`config.mk`:
```
export PLATFORM = sky130hd
export DESIGN_NAME = shift_collector
export DESIGN_NICKNAME = d
export VERILOG_FILES = /design/src/rtl/shift_collector.sv
export SDC_FILE = /design/constraint.sdc
export NUM_CORES = 1
export LEC_CHECK = 0
export CAP_MARGIN = 20
export CORE_MARGIN = 2
export CORE_UTILIZATION = 43
export DETAILED_ROUTE_END_ITERATION = 8
export GPL_TIMING_DRIVEN = 0
export PLACE_DENSITY = 0.73
export SYNTH_ARGS = -nofsm -noshare
export SYNTH_HDL_FRONTEND = slang
export SYNTH_SLANG_ARGS = --single-unit
```
`constraint.sdc`:
```
create_clock -name clk -period 1.6 [get_ports clk]
set_clock_uncertainty 0.1 [all_clocks]
set_input_delay 0.16 -clock clk [delete_from_list [all_inputs] [get_ports clk]]
set_output_delay 0.16 -clock clk [all_outputs]
set_load 0.03 [all_outputs]
```
`src/rtl/shift_collector.sv`:
```
// Serial-to-parallel collector: gathers shifted-out bits into WIDTH-bit words with handshakes.
// Optional trailing even-parity bit and par_err output when SHIFT_COLLECTOR_PARITY_EN is defined.
module shift_collector #(
  parameter int unsigned  WIDTH = 4,
  localparam int unsigned CW    = $clog2(WIDTH + 1)
) (
  input  logic             clk,
  input  logic             rst_n,
  input  logic             bit_in,
  input  logic             bit_valid,
  output logic             bit_ready,
  input  logic             dir,
  input  logic             flush,
  output logic [WIDTH-1:0] out_word,
  output logic [CW-1:0]    out_count,
  output logic             out_dir,
  output logic             out_valid,
  input  logic             out_ready,
`ifdef SHIFT_COLLECTOR_PARITY_EN
  output logic             par_err,
`endif
  output logic             dir_err
);

  typedef enum logic [1:0] {StIdle, StCollect, StParity, StHold} state_e;

  state_e           state_q, state_d;
  logic [WIDTH-1:0] sr_q, sr_d;
  logic [CW-1:0]    cnt_q, cnt_d;
  logic [CW-1:0]    cnt_inc;
  logic             dir_q, dir_d;
  logic             dir_err_q, dir_err_d;
  logic             bit_xfer, word_xfer;
`ifdef SHIFT_COLLECTOR_PARITY_EN
  logic             par_err_q, par_err_d;
`endif

  // dir=0 shifts toward the MSB (left-shift source), dir=1 toward the LSB.
  function automatic logic [WIDTH-1:0] insert_bit(input logic [WIDTH-1:0] sr, input logic b,
                                                  input logic d);
    return d ? {b, sr[WIDTH-1:1]} : {sr[WIDTH-2:0], b};
  endfunction

  always_comb begin
    state_d   = state_q;
    sr_d      = sr_q;
    cnt_d     = cnt_q;
    dir_d     = dir_q;
    dir_err_d = dir_err_q;
`ifdef SHIFT_COLLECTOR_PARITY_EN
    par_err_d = par_err_q;
`endif
    bit_ready = (state_q != StHold);
    out_valid = (state_q == StHold);
    bit_xfer  = bit_valid & bit_ready;
    word_xfer = out_valid & out_ready;
    cnt_inc   = cnt_q + CW'(1);

    unique case (state_q)
      StIdle: begin
        if (bit_xfer) begin
          dir_d   = dir;
          sr_d    = insert_bit(sr_q, bit_in, dir);
          cnt_d   = CW'(1);
          state_d = flush ? StHold : StCollect;
`ifdef SHIFT_COLLECTOR_PARITY_EN
          par_err_d = 1'b0;
`endif
        end
      end
      StCollect: begin
        if (bit_xfer) begin
          if (dir != dir_q) dir_err_d = 1'b1;
          // A mismatching dir is flagged but the word keeps its original orientation.
          sr_d  = insert_bit(sr_q, bit_in, dir_q);
          cnt_d = cnt_inc;
          if (cnt_inc == CW'(WIDTH)) begin
`ifdef SHIFT_COLLECTOR_PARITY_EN
            state_d = flush ? StHold : StParity;
`else
            state_d = StHold;
`endif
          end else if (flush) begin
            state_d = StHold;
          end
        end else if (flush) begin
          state_d = StHold;
        end
`ifdef SHIFT_COLLECTOR_PARITY_EN
        par_err_d = 1'b0;
`endif
      end
`ifdef SHIFT_COLLECTOR_PARITY_EN
      StParity: begin
        if (bit_xfer) begin
          par_err_d = (^sr_q) ^ bit_in;
          state_d   = StHold;
        end else if (flush) begin
          par_err_d = 1'b1;
          state_d   = StHold;
        end
      end
`endif
      StHold: begin
        if (word_xfer) begin
          sr_d    = '0;
          cnt_d   = '0;
          state_d = StIdle;
`ifdef SHIFT_COLLECTOR_PARITY_EN
          par_err_d = 1'b0;
`endif
        end
      end
      default: state_d = StIdle;
    endcase
  end

  always_ff @(posedge clk or negedge rst_n) begin
    if (!rst_n) begin
      state_q   <= StIdle;
      sr_q      <= '0;
      cnt_q     <= '0;
      dir_q     <= 1'b0;
      dir_err_q <= 1'b0;
`ifdef SHIFT_COLLECTOR_PARITY_EN
      par_err_q <= 1'b0;
`endif
    end else begin
      state_q   <= state_d;
      sr_q      <= sr_d;
      cnt_q     <= cnt_d;
      dir_q     <= dir_d;
      dir_err_q <= dir_err_d;
`ifdef SHIFT_COLLECTOR_PARITY_EN
      par_err_q <= par_err_d;
`endif
    end
  end

  assign out_word  = sr_q;
  assign out_count = cnt_q;
  assign out_dir   = dir_q;
  assign dir_err   = dir_err_q;
`ifdef SHIFT_COLLECTOR_PARITY_EN
  assign par_err   = par_err_q;
`endif

endmodule
```
# After elaboration in Yosys (flattened, before gate mapping)
# Cells that the tools add are included.
[word_totals]
elab_cells = 39
ramBits = 0
memories = 0
latch_bits = 0
register_bits = 11
romBits = 0
[op_classes]
n_reduce_logical = 6
n_shift = 0
addsub = 1
eq_ne = 8
bitwise = 2
n_mul = 0
muxes = 17
div_mod_pow = 0
magnitude_cmp = 0
[ops]
columns = ["op", "n"]
rows = [
  ["$mux 4", 5],
  ["$mux 2", 6],
  ["$pmux 4 s3", 1],
  ["$mux 3", 3],
  ["$pmux 3 s3", 1],
  ["$ne 2x2->1 const B", 3],
  ["$pmux 2 s3", 1],
  ["$reduce_and 2->1", 2],
  ["$reduce_and 4->1", 1],
  ["$add 3x1->3 const B", 1],
  ["$eq 3x3->1 const B", 1],
  ["$reduce_and 3->1", 1],
  ["$reduce_bool 3->1", 1],
  ["$and 1x1->1", 2],
  ["$eq 2x1->1 const B", 1],
  ["$eq 2x2->1 const B", 1],
  ["$logic_not 2->1", 1],
  ["$ne 2x1->1 const B", 1],
  ["$ne 1x1->1", 1],
]

# Depth between registers and ports, before layout
# Gate-level depths: netlist of run 1.
[depth]
ltp_word = 5
ltp_mapped = 6
mapped_depth_nobuf = 6

# Worst setup path before layout of run 1
# No wires, ideal clock.
[synth_path]
path_kind = "register to register"
startpoint = "reg state_q[0]"
endpoint = "reg cnt_q[0] (netlist: out_count[0])"
n_path_buf = 0
path_slack_ns = -0.347
setup_time_ns = 0.125
path_stages_with_launch = 5
arrival_time_ns = 1.722
path_cell_list = "dfrtp_1 -> ha_1 -> inv_2 -> a31oi_4 -> mux2_4"
[synth_between]
elab_chain_len = 4
elab_cells_between_ends = 12
classes_between = "6 x eq/ne; 1 x mux; 2 x bitwise; 3 x reduce/logical"
[synth_rtl]
columns = ["item", "line_no", "rtl"]
rows = [
  ["start: declaration", "27", "state_e state_q, state_d;"],
  ["start signal: assignment", "120", "state_q <= StIdle;"],
  ["start signal: assignment", "129", "state_q <= state_d;"],
  ["$eq 2x2->1 (*)", "54", "out_valid = (state_q == StHold);"],
  ["named net out_valid", "17", "output logic out_valid,"],
  ["$and 1x1->1", "56", "word_xfer = out_valid & out_ready;"],
  ["$ne 2x1->1 (no line)", "--", ""],
  ["$reduce_and 4->1 (no line)", "--", ""],
  ["end signal: assignment", "131", "cnt_q <= cnt_d;"],
  ["end: declaration", "29", "logic [CW-1:0] cnt_q, cnt_d;"],
]
# Mark *: on every way through the listed nets, which the timed path passes. The rest lies on a longest branch.
# A chain may end at the register's enable or synchronous reset.

# Final worst setup path of run 1
[layout_path]
startpoint = "reg state_q[1]"
endpoint = "reg sr_q[3] (netlist: out_word[3])"
[layout_between]
elab_chain_len = 4
elab_cells_between_ends = 12
classes_between = "6 x eq/ne; 1 x mux; 2 x bitwise; 3 x reduce/logical"
[layout_rtl]
columns = ["item", "line_no", "rtl"]
rows = [
  ["$ne 2x2->1 or $eq 2x2->1 (tied branches)", "53, 54, 59", ""],
  ["$and 1x1->1 (on tied branches)", "55, 56", ""],
  ["$ne 2x2->1 (no line) or $ne 2x1->1 (tied branches)", "--", ""],
  ["$reduce_and 4->1 (no line)", "--", ""],
  ["end signal: assignment", "130", "sr_q <= sr_d;"],
  ["end: declaration", "28", "logic [WIDTH-1:0] sr_q, sr_d;"],
]
# Several ways; a longest one is shown, not always the timed one.

==> qor.txt, run 1 <==
Multi-input combinational cell area = 536 µm²
Synthesized net count = 85
GRT Resource Usage Total = 16.2%
Switching share of power = 44.3%
Clock Latency Late Sink = 0.26 ns
Share of layout cells above drive strength 1 = 37.2%
Cell variety after synth = 24
Hold crit path type = input port to asynchronous set/reset pin
Leading area contributor after synthesis = dfrtp_1
Register area share after synthesis = 34.9%
First-pass DRT Iterations = 2
Net Switching = 1.10 mW
DIE AREA = 2190 µm²
Post-synth EDFFs = 0
Post-synthesis cell area = 790 µm²
Maxcap violations = 0
HPWL after DPL = 1140 µm
CP peak stage delay = 0.42 ns
Die W = 46.9 µm
Initial core utilization = 45.7%
Critical path origin = state_q[1]
Post-DP Area = 1020 µm²
Reg-to-reg startpoint = state_q[1]
# DRC = 0
Startpoint types = register
H-tree levels = 1
Top cell type's share of synthesized area = 34.9%
Fin crit share = 110%
Clock sink count = 11
Number of global-route vias before repair = 546
CTS Buf Count = 3
Crit path max fanout = 7
Top delay family on crit path = flip-flops
I/O pin count = 18
Tmin final = 1.76 ns
# rows = 15
Worst-path cell chain = inv_2 -> ha_4 -> a2111oi_4 -> a31oi_4 -> mux2_4
Grt total ovfl = 0
CTS tree = yes
Peak supply drop = 1.18 mV
Via density = 5.14
Ant diodes = 0
Lkg Pwr = 0.487 nW
Initial antenna violation count = 0
Synthesis Warnings = 0
Setup slack, reg-to-reg = -0.16 ns
Crit Path Class = register to register
Top post-synthesis cells by area = dfrtp_1 35%, mux2_4 9.5%, ha_1 7.9%, mux2i_1 7.6%, mux2_2 7.1%
Mapped Cells = 73
Pin count of the biggest net entering global routing = 12
Buffers on Ports = 16
Final #Nets = 107
Iter 0 DRT Violations = 3
Comb pwr share = 70.4%
Post-Route WL = 1520 µm
Setup TNS = -0.947 ns
Required time worst endpoint = 1.65 ns
Avg Cell Area, Syn = 10.8 µm²
Outcome = finished with violations
Yosys reg bits = 11
Dpl ws = -0.231 ns
CTS Root Cell = clkbuf_4
P_int = 1.38 mW
Layout area overhead = 33.8%
Core Area = 1730 µm²
Register area = 277 µm²
Worst rel slew slack = 66.0%
Post-layout utilization of the core = 61.2%
Max Slew Vio Count = 0
Fin area = 1060 µm²
Reg power frac = 22.2%
Finish-stage setup viols = 7
Placed cell count = 114
Most frequent cells in the layout = 10 x dfrtp_1, 7 x nand2_1, 7 x dlygate4sd2_1
Non-Filler Instances = 119
Pwr/cell area = 2340 nW/µm²
Die H = 46.9 µm
Worst-Margin Slew = 0.509 ns
Critical Path End Type = register
F_max = 0.568 GHz
ANT nets after route = 0
Worst setup margin = -0.159 ns
GP Congestion = 0.799
Critical path's slowest cell = dfrtp_1
WP data arrival = 1.81 ns
Most common cell after layout, fill and taps aside = dfrtp_1
RSZ-0062 raised after global routing = yes
Fillers = 154
First-pass GRT wire length = 2480 µm
Violated checks = setup timing
Ys flop type = dfrtp_1
Clk network pwr share = 7.4%
Post-synth ARST share = 100%
Final Hold Viols = 0
Clk buf depth = 2
Routed via count = 612
CP bufs+invs = 1
Clock-pin slew of the registers on the worst-case setup and hold paths = 0.06 ns
Drt wl/cell = 12.8 µm
-- through the flow --
step                power [mW]  hold slack, ns
CTS                       2.48           0.142
detailed placement        2.26           0.355
finish                    2.47           0.132
global placement          2.23           0.354
floorplan                 1.83          -0.236
global route              2.65           0.163
-- final cells by class --
type / count / area share, %
tap: 25 / 2.96
multi-input combinational: 54 / 50.7
sequential: 11 / 26.2
timing repair buffer: 17 / 14.7
inverter: 5 / 1.78
buffer: 3 / 1.18
clock buffer: 4 / 2.49
-- cell usage after synthesis (all sizes together) (3+ instances only) --
cell	count
mux2i	6
clkbuf	3
ha	5
dfrtp	11
a21oi	5
o21ai	5
inv	5
nand2	7
mux2	10
-- registers in the layout, summed over array words and instances (netlist names) --
register,cells
out_count,3
dir_err,1
out_word,4
out_dir,1
state_q,2
-- cells by family (layout without fill, tap and decap cells) --
| family | count (synthesis) | in the layout | synth area share [%] |
|---|---|---|---|
| flip-flops | 11 | 11 | 34.9 |
| buffers and inverters | 8 | 29 | 3.80 |
| AND/OR/NAND/NOR | 15 | 15 | 9.99 |
| multiplexers | 16 | 16 | 24.2 |
| AO/OA/AOI/OAI | 16 | 16 | 17.0 |
| XOR/XNOR | 2 | 2 | 2.22 |
| adder cells (fa/ha/maj) | 5 | 5 | 7.92 |
-- layer usage --
metal / track usage (%) / vias up / share of wire [%]
met3: 5.77 / 2 / 4.6
met4: 5.00 / 0 / 0.40
met5: 0 / - / 0
li1: - / 302 / -
met1: 20.7 / 293 / 44
met2: 25.8 / 15 / 51
-- final timing paths --
check,endpoint,cells after the start
worst max-delay path,out_word[3],5
worst min-delay path,dir_err,1
worst max register to register,out_word[3],5
worst min register to register,dir_err,1
max in group asynchronous,state_q[0],1
min in group clk,out_dir,2
-- power by group through the flow --
stage	Clock [mW]	Combinational, mW	Sequential, mW
final	0.183	1.74	0.549
after global routing	0.206	1.87	0.571
after CTS	0.198	1.73	0.552
after detailed placement	0	1.70	0.560
after global placement	0	1.67	0.555
after floorplan	0	1.10	0.733
-- what timing repair did --
| item | CTS | global route |
|---|---|---|
| gates resized for setup | 14 | 6 |
| hold endpoints to repair | 0 | 0 |
| endpoints found under the setup margin | 17 | 13 |
| buffers inserted | 1 | 0 |
| hold buffers | 0 | 0 |
| pin swaps | 2 | 3 |
Power figures use the tool's default switching activity.
==> run 2: changes to the inputs <==
- CORE_UTILIZATION: 43 -> 48
- PLACE_DENSITY: 0.73 -> 0.77
- SKIP_CTS_REPAIR_TIMING: not set -> 1
- clock period: 1.6 -> 2.02 ns (I/O delays scaled with it)
==> run 2 against run 1 <==
Against the previous run: largest cell class unchanged; die area shrank 9.6%; core utilization grew 4.5 points; non-clock buffer count shrank 1; the flow now finishes without violations; design area shrank 5.2%; fmax shrank 6.6%; sequential power shrank 23%; clock power shrank 13%; combinational power shrank 28%; clock-buffer cell count is the same.
==> qor.txt, run 2 (same netlist as run 1, synthesis figures left out) <==
Tmin final = 1.88 ns (+0.124 ns)
Hold crit path type = input port to asynchronous set/reset pin
Fin crit share = 93.2% (-17 points)
Crit path max fanout = 7 (unchanged)
Design Power = 1.84 mW (-25%)
Via density = 5.50 (+6.9%)
Layout area overhead = 26.8%
Iter 0 DRT Violations = 7 (+4)
Most frequent cells in the layout = 14 x clkdlybuf4s50_1, 11 x dfrtp_1, 7 x nand2_1
Dpl ws = 0.137 ns (+0.368 ns)
# rows = 14 (-1)
CP peak stage delay = 0.39 ns (-0.03 ns)
GP Congestion = 0.752 (-5.9%)
Startpoint types = register
Final #Nets = 106 (-0.93%)
Peak supply drop = 0.920 mV (-22%)
Share of layout cells above drive strength 1 = 23.7% (-14 points)
Max reg flops = 4 (unchanged)
Pin count of the biggest net entering global routing = 12 (unchanged)
Lkg Pwr = 0.472 nW (-3.0%)
Outcome = finished clean
Core Area = 1520 µm² (-12%)
DIE AREA = 1990 µm² (-9.6%)
Final Hold Viols = 0 (unchanged)
Buffers on Ports = 16 (unchanged)
First-pass GRT wire length = 2420 µm (-2.5%)
Placed cell count = 105 (-7.9%)
Clock Latency Late Sink = 0.28 ns (+0.02 ns)
RSZ-0062 raised after global routing = no
I/O pin count = 18 (unchanged)
Clk buf depth = 2 (unchanged)
Die H = 44.6 µm (-4.9%)
Grt total ovfl = 0 (unchanged)
Non-Filler Instances = 109 (-8.4%)
Die W = 44.6 µm (-4.9%)
Routed via count = 599 (-2.1%)
First-pass DRT Iterations = 4 (+2)
Finish-stage setup viols = 0 (-7)
F_max = 0.531 GHz (-6.6%)
H-tree levels = 1 (unchanged)
Required time worst endpoint = 2.09 ns (+0.44 ns)
Max Slew Vio Count = 0 (unchanged)
GRT Resource Usage Total = 17.3% (+1.1 points)
Initial core utilization = 51.8% (+6.1 points)
Worst-path cell chain = inv_1 -> ha_1 -> a2111oi_4 -> a31oi_4 -> mux2_4
CTS Buf Count = 3 (unchanged)
Ant diodes = 0 (unchanged)
CTS tree = yes
HPWL after DPL = 1110 µm (-2.7%)
Drt wl/cell = 13.7 µm (+7.5%)
WP data arrival = 1.95 ns (+0.14 ns)
Critical Path End Type = register
Most common cell after layout, fill and taps aside = clkdlybuf4s50_1
Post-layout utilization of the core = 65.7% (+4.5 points)
Clock-pin slew of the registers on the worst-case setup and hold paths = 0.08 ns (+0.02 ns)
Post-Route WL = 1500 µm (-1.5%)
Critical path origin = state_q[0]
Worst setup margin = 0.137 ns (+0.296 ns)
Worst rel slew slack = 66.2% (+0.24 points)
Maxcap violations = 0 (unchanged)
ANT nets after route = 0 (unchanged)
Hold slack = 0.157 ns (+0.0255 ns)
Worst-Margin Slew = 0.506 ns (-0.00355 ns)
Reg-to-reg startpoint = state_q[0]
# DRC = 0 (unchanged)
Initial antenna violation count = 0 (unchanged)
Critical path's slowest cell = dfrtp_1
Crit Path Class = register to register
Clock sink count = 11 (unchanged)
Number of global-route vias before repair = 532 (-2.6%)
Pwr/cell area = 1840 nW/µm² (-21%)
CTS Root Cell = clkbuf_4
run 2: cell count changes in the layout (fill, tap and decap cells not counted), moves of 3 or more:
| cell | before | now |
|---|---|---|
| ha_1 | 2 | 5 |
| dlygate4sd2_1 | 7 | 0 |
| ha_4 | 3 | 0 |
| clkdlybuf4s50_1 | 6 | 14 |
run 2: critical path: cells and delay by family, from the launching register on:
| family | cells | cell delay [ns] |
|---|---|---|
| AO/OA/AOI/OAI | 2 | 0.52 |
| buffers and inverters | 1 | 0.07 |
| adder cells (fa/ha/maj) | 1 | 0.35 |
| flip-flops | 1 | 0.39 |
| multiplexers | 1 | 0.33 |
run 2: worst paths after layout:
path	end	slack, ns	cells past startpoint
setup / recovery	out_word[1]	0.14	5
hold / removal	out_word[0]	0.16	1
setup reg to reg	out_word[1]	0.14	5
hold reg to reg	dir_err	0.38	1
max in group asynchronous	out_word[1]	1.32	1
min in group clk	out_dir	0.35	2
run 2: metal layers:
layer | GRT usage, % | vias up | share of wire (%)
li1 | - | 294 | -
met1 | 24.4 | 290 | 50
met2 | 23.8 | 11 | 45
met3 | 4.90 | 4 | 3.5
met4 | 9.09 | 0 | 1.8
met5 | 0 | - | 0
run 2: stage by stage:
stage          setup TNS (ns)  instance area, µm²
2_1_floorplan               0                 790
3_3_place_gp                0                 970
3_5_place_dp                0                 970
4_1_cts                -0.198                 996
5_1_grt                     0                1000
6_report                    0                1000
run 2: area by class of cell:
| class | count | area [µm²] |
|---|---|---|
| plain buffers | 3 | 11.3 |
| clock buffers | 4 | 26.3 |
| fillers | 119 | 523 |
| inverters | 5 | 18.8 |
| multi-input cells | 54 | 484 |
| flip-flops and latches | 11 | 275 |
| well taps | 16 | 20.0 |
| repair buffers | 16 | 165 |
run 2: where the power goes:
group | switching (mW) | internal (mW)
sequential | 0.0973 | 0.325
clock | 0.0835 | 0.0767
combinational | 0.638 | 0.624
==> run 3: changes to the inputs <==
- RECOVER_POWER: not set -> 25
- SLEW_MARGIN: not set -> 10
==> run 3 against run 2 <==
Against the previous run: clock-buffer cell count stayed put; flip-flop and latch count stayed put; die area stayed put; non-clock buffer count stayed put; fmax stayed put; largest cell class unchanged; register-to-register slack hardly changed.
==> qor.txt, run 3 (same netlist as run 1, synthesis figures left out) <==
CTS Buf Count = 3 (unchanged)
Design Power = 1.84 mW (about the same)
# DRC = 0 (unchanged)
Clock sink count = 11 (unchanged)
Tmin final = 1.88 ns (unchanged)
CTS tree = yes
ANT nets after route = 0 (unchanged)
Most frequent cells in the layout = 13 x clkdlybuf4s50_1, 11 x dfrtp_1, 7 x nand2_1
Pwr/cell area = 1840 nW/µm² (about the same)
Crit Path Class = register to register
Required time worst endpoint = 2.09 ns (about the same)
Comb pwr share = 68.4% (about the same)
Reg power frac = 22.9% (about the same)
Number of global-route vias before repair = 532 (unchanged)
Die H = 44.6 µm (unchanged)
Grt total ovfl = 0 (unchanged)
First-pass GRT wire length = 2420 µm (unchanged)
Core Area = 1520 µm² (unchanged)
Ant diodes = 0 (unchanged)
Crit path max fanout = 7 (unchanged)
Buffers on Ports = 16 (unchanged)
Critical Path End Type = register
Lkg Pwr = 0.472 nW (about the same)
RSZ-0062 raised after global routing = no
Initial core utilization = 51.8% (unchanged)
Maxcap violations = 0 (unchanged)
Outcome = finished clean
Post-DP Area = 970 µm² (unchanged)
DIE AREA = 1990 µm² (unchanged)
Final #Nets = 106 (unchanged)
Fin crit share = 93.2% (unchanged)
P_int = 1.02 mW (about the same)
Die W = 44.6 µm (unchanged)
Clock-pin slew of the registers on the worst-case setup and hold paths = 0.08 ns (about the same)
H-tree levels = 1 (unchanged)
Initial antenna violation count = 0 (unchanged)
Startpoint types = register
First-pass DRT Iterations = 4 (unchanged)
I/O pin count = 18 (unchanged)
Peak supply drop = 0.920 mV (about the same)
Finish-stage setup viols = 0 (unchanged)
Final Hold Viols = 0 (unchanged)
Max Slew Vio Count = 0 (unchanged)
Pin count of the biggest net entering global routing = 12 (unchanged)
Routed via count = 599 (unchanged)
Via density = 5.50 (unchanged)
Most common cell after layout, fill and taps aside = clkdlybuf4s50_1
Hold crit path type = input port to asynchronous set/reset pin
Drt wl/cell = 13.7 µm (unchanged)
CTS Root Cell = clkbuf_4
GRT Resource Usage Total = 17.3% (unchanged)
Post-Route WL = 1500 µm (unchanged)
GP Congestion = 0.752 (unchanged)
Share of layout cells above drive strength 1 = 23.7% (unchanged)
WP data arrival = 1.95 ns (about the same)
Layout area overhead = 26.8% (unchanged)
F_max = 0.531 GHz (unchanged)
Clk network pwr share = 8.7% (about the same)
Max reg flops = 4 (unchanged)
Fin area = 1000 µm² (unchanged)
# rows = 14 (unchanged)
Iter 0 DRT Violations = 7 (unchanged)
Clk buf depth = 2 (unchanged)
Worst rel slew slack = 65.8% (-0.35 points)
Worst-Margin Slew = 0.511 ns (+0.00518 ns)
HPWL after DPL = 1110 µm (unchanged)
Clock Latency Late Sink = 0.28 ns (about the same)
Switching share of power = 44.4% (about the same)
Net Switching = 0.819 mW (unchanged)
==> run 3: power by group through the flow <==
stage | clock network [mW] | logic [mW] | registers, mW
detailed placement | 0 | 1.27 | 0.427
CTS | 0.162 | 1.28 | 0.423
finish | 0.160 | 1.26 | 0.422
global placement | 0 | 1.25 | 0.419
floorplan | 0 | 0.807 | 0.561
global route | 0.171 | 1.36 | 0.437
==> run 3: final cells by class <==
cell class                 instances  area [µm²]
buffer                             3        11.3
clock buffer                       4        26.3
fill                             119         523
inverter                           5        18.8
multi-input combinational         54         484
sequential                        11         275
tap                               16        20.0
timing repair buffer              16         165
==> run 3: routing by layer <==
layer  share of wire (%)  track usage (%)
met5                   0                0
met4                 1.8             9.09
met3                 3.5             4.90
met1                  50             24.4
met2                  45             23.8
==> run 3: worst max-delay path: stages (launching register included) <==
cell and delay, ns:
dfrtp_1 0.39, inv_1 0.07, ha_1 0.35, a2111oi_4 0.39
a31oi_4 0.13, mux2_4 0.33
==> run 3: path summary, 6_finish.rpt <==
kind	slack [ns]	start	cells past startpoint	end
setup / recovery	0.14	state_q[0]	5	out_word[1]
hold / removal	0.23	rst_n	1	out_word[0]
setup reg to reg	0.14	state_q[0]	5	out_word[1]
hold reg to reg	0.38	dir_err	1	dir_err
max in group asynchronous	1.25	rst_n	1	out_word[1]
min in group clk	0.35	dir	2	out_dir
==> run 3: stage by stage <==
stage	util (%)	instances	setup TNS (ns)	hold slack, ns	setup WS, ns
after floorplan	-	73	0	-0.194	0.0730
after global placement	63.6	105	0	0.352	0.189
after detailed placement	63.6	105	0	0.382	0.137
after CTS	65.4	109	-0.198	0.178	-0.115
after global routing	65.7	109	0	0.283	0.0620
final	65.7	109	0	0.227	0.137
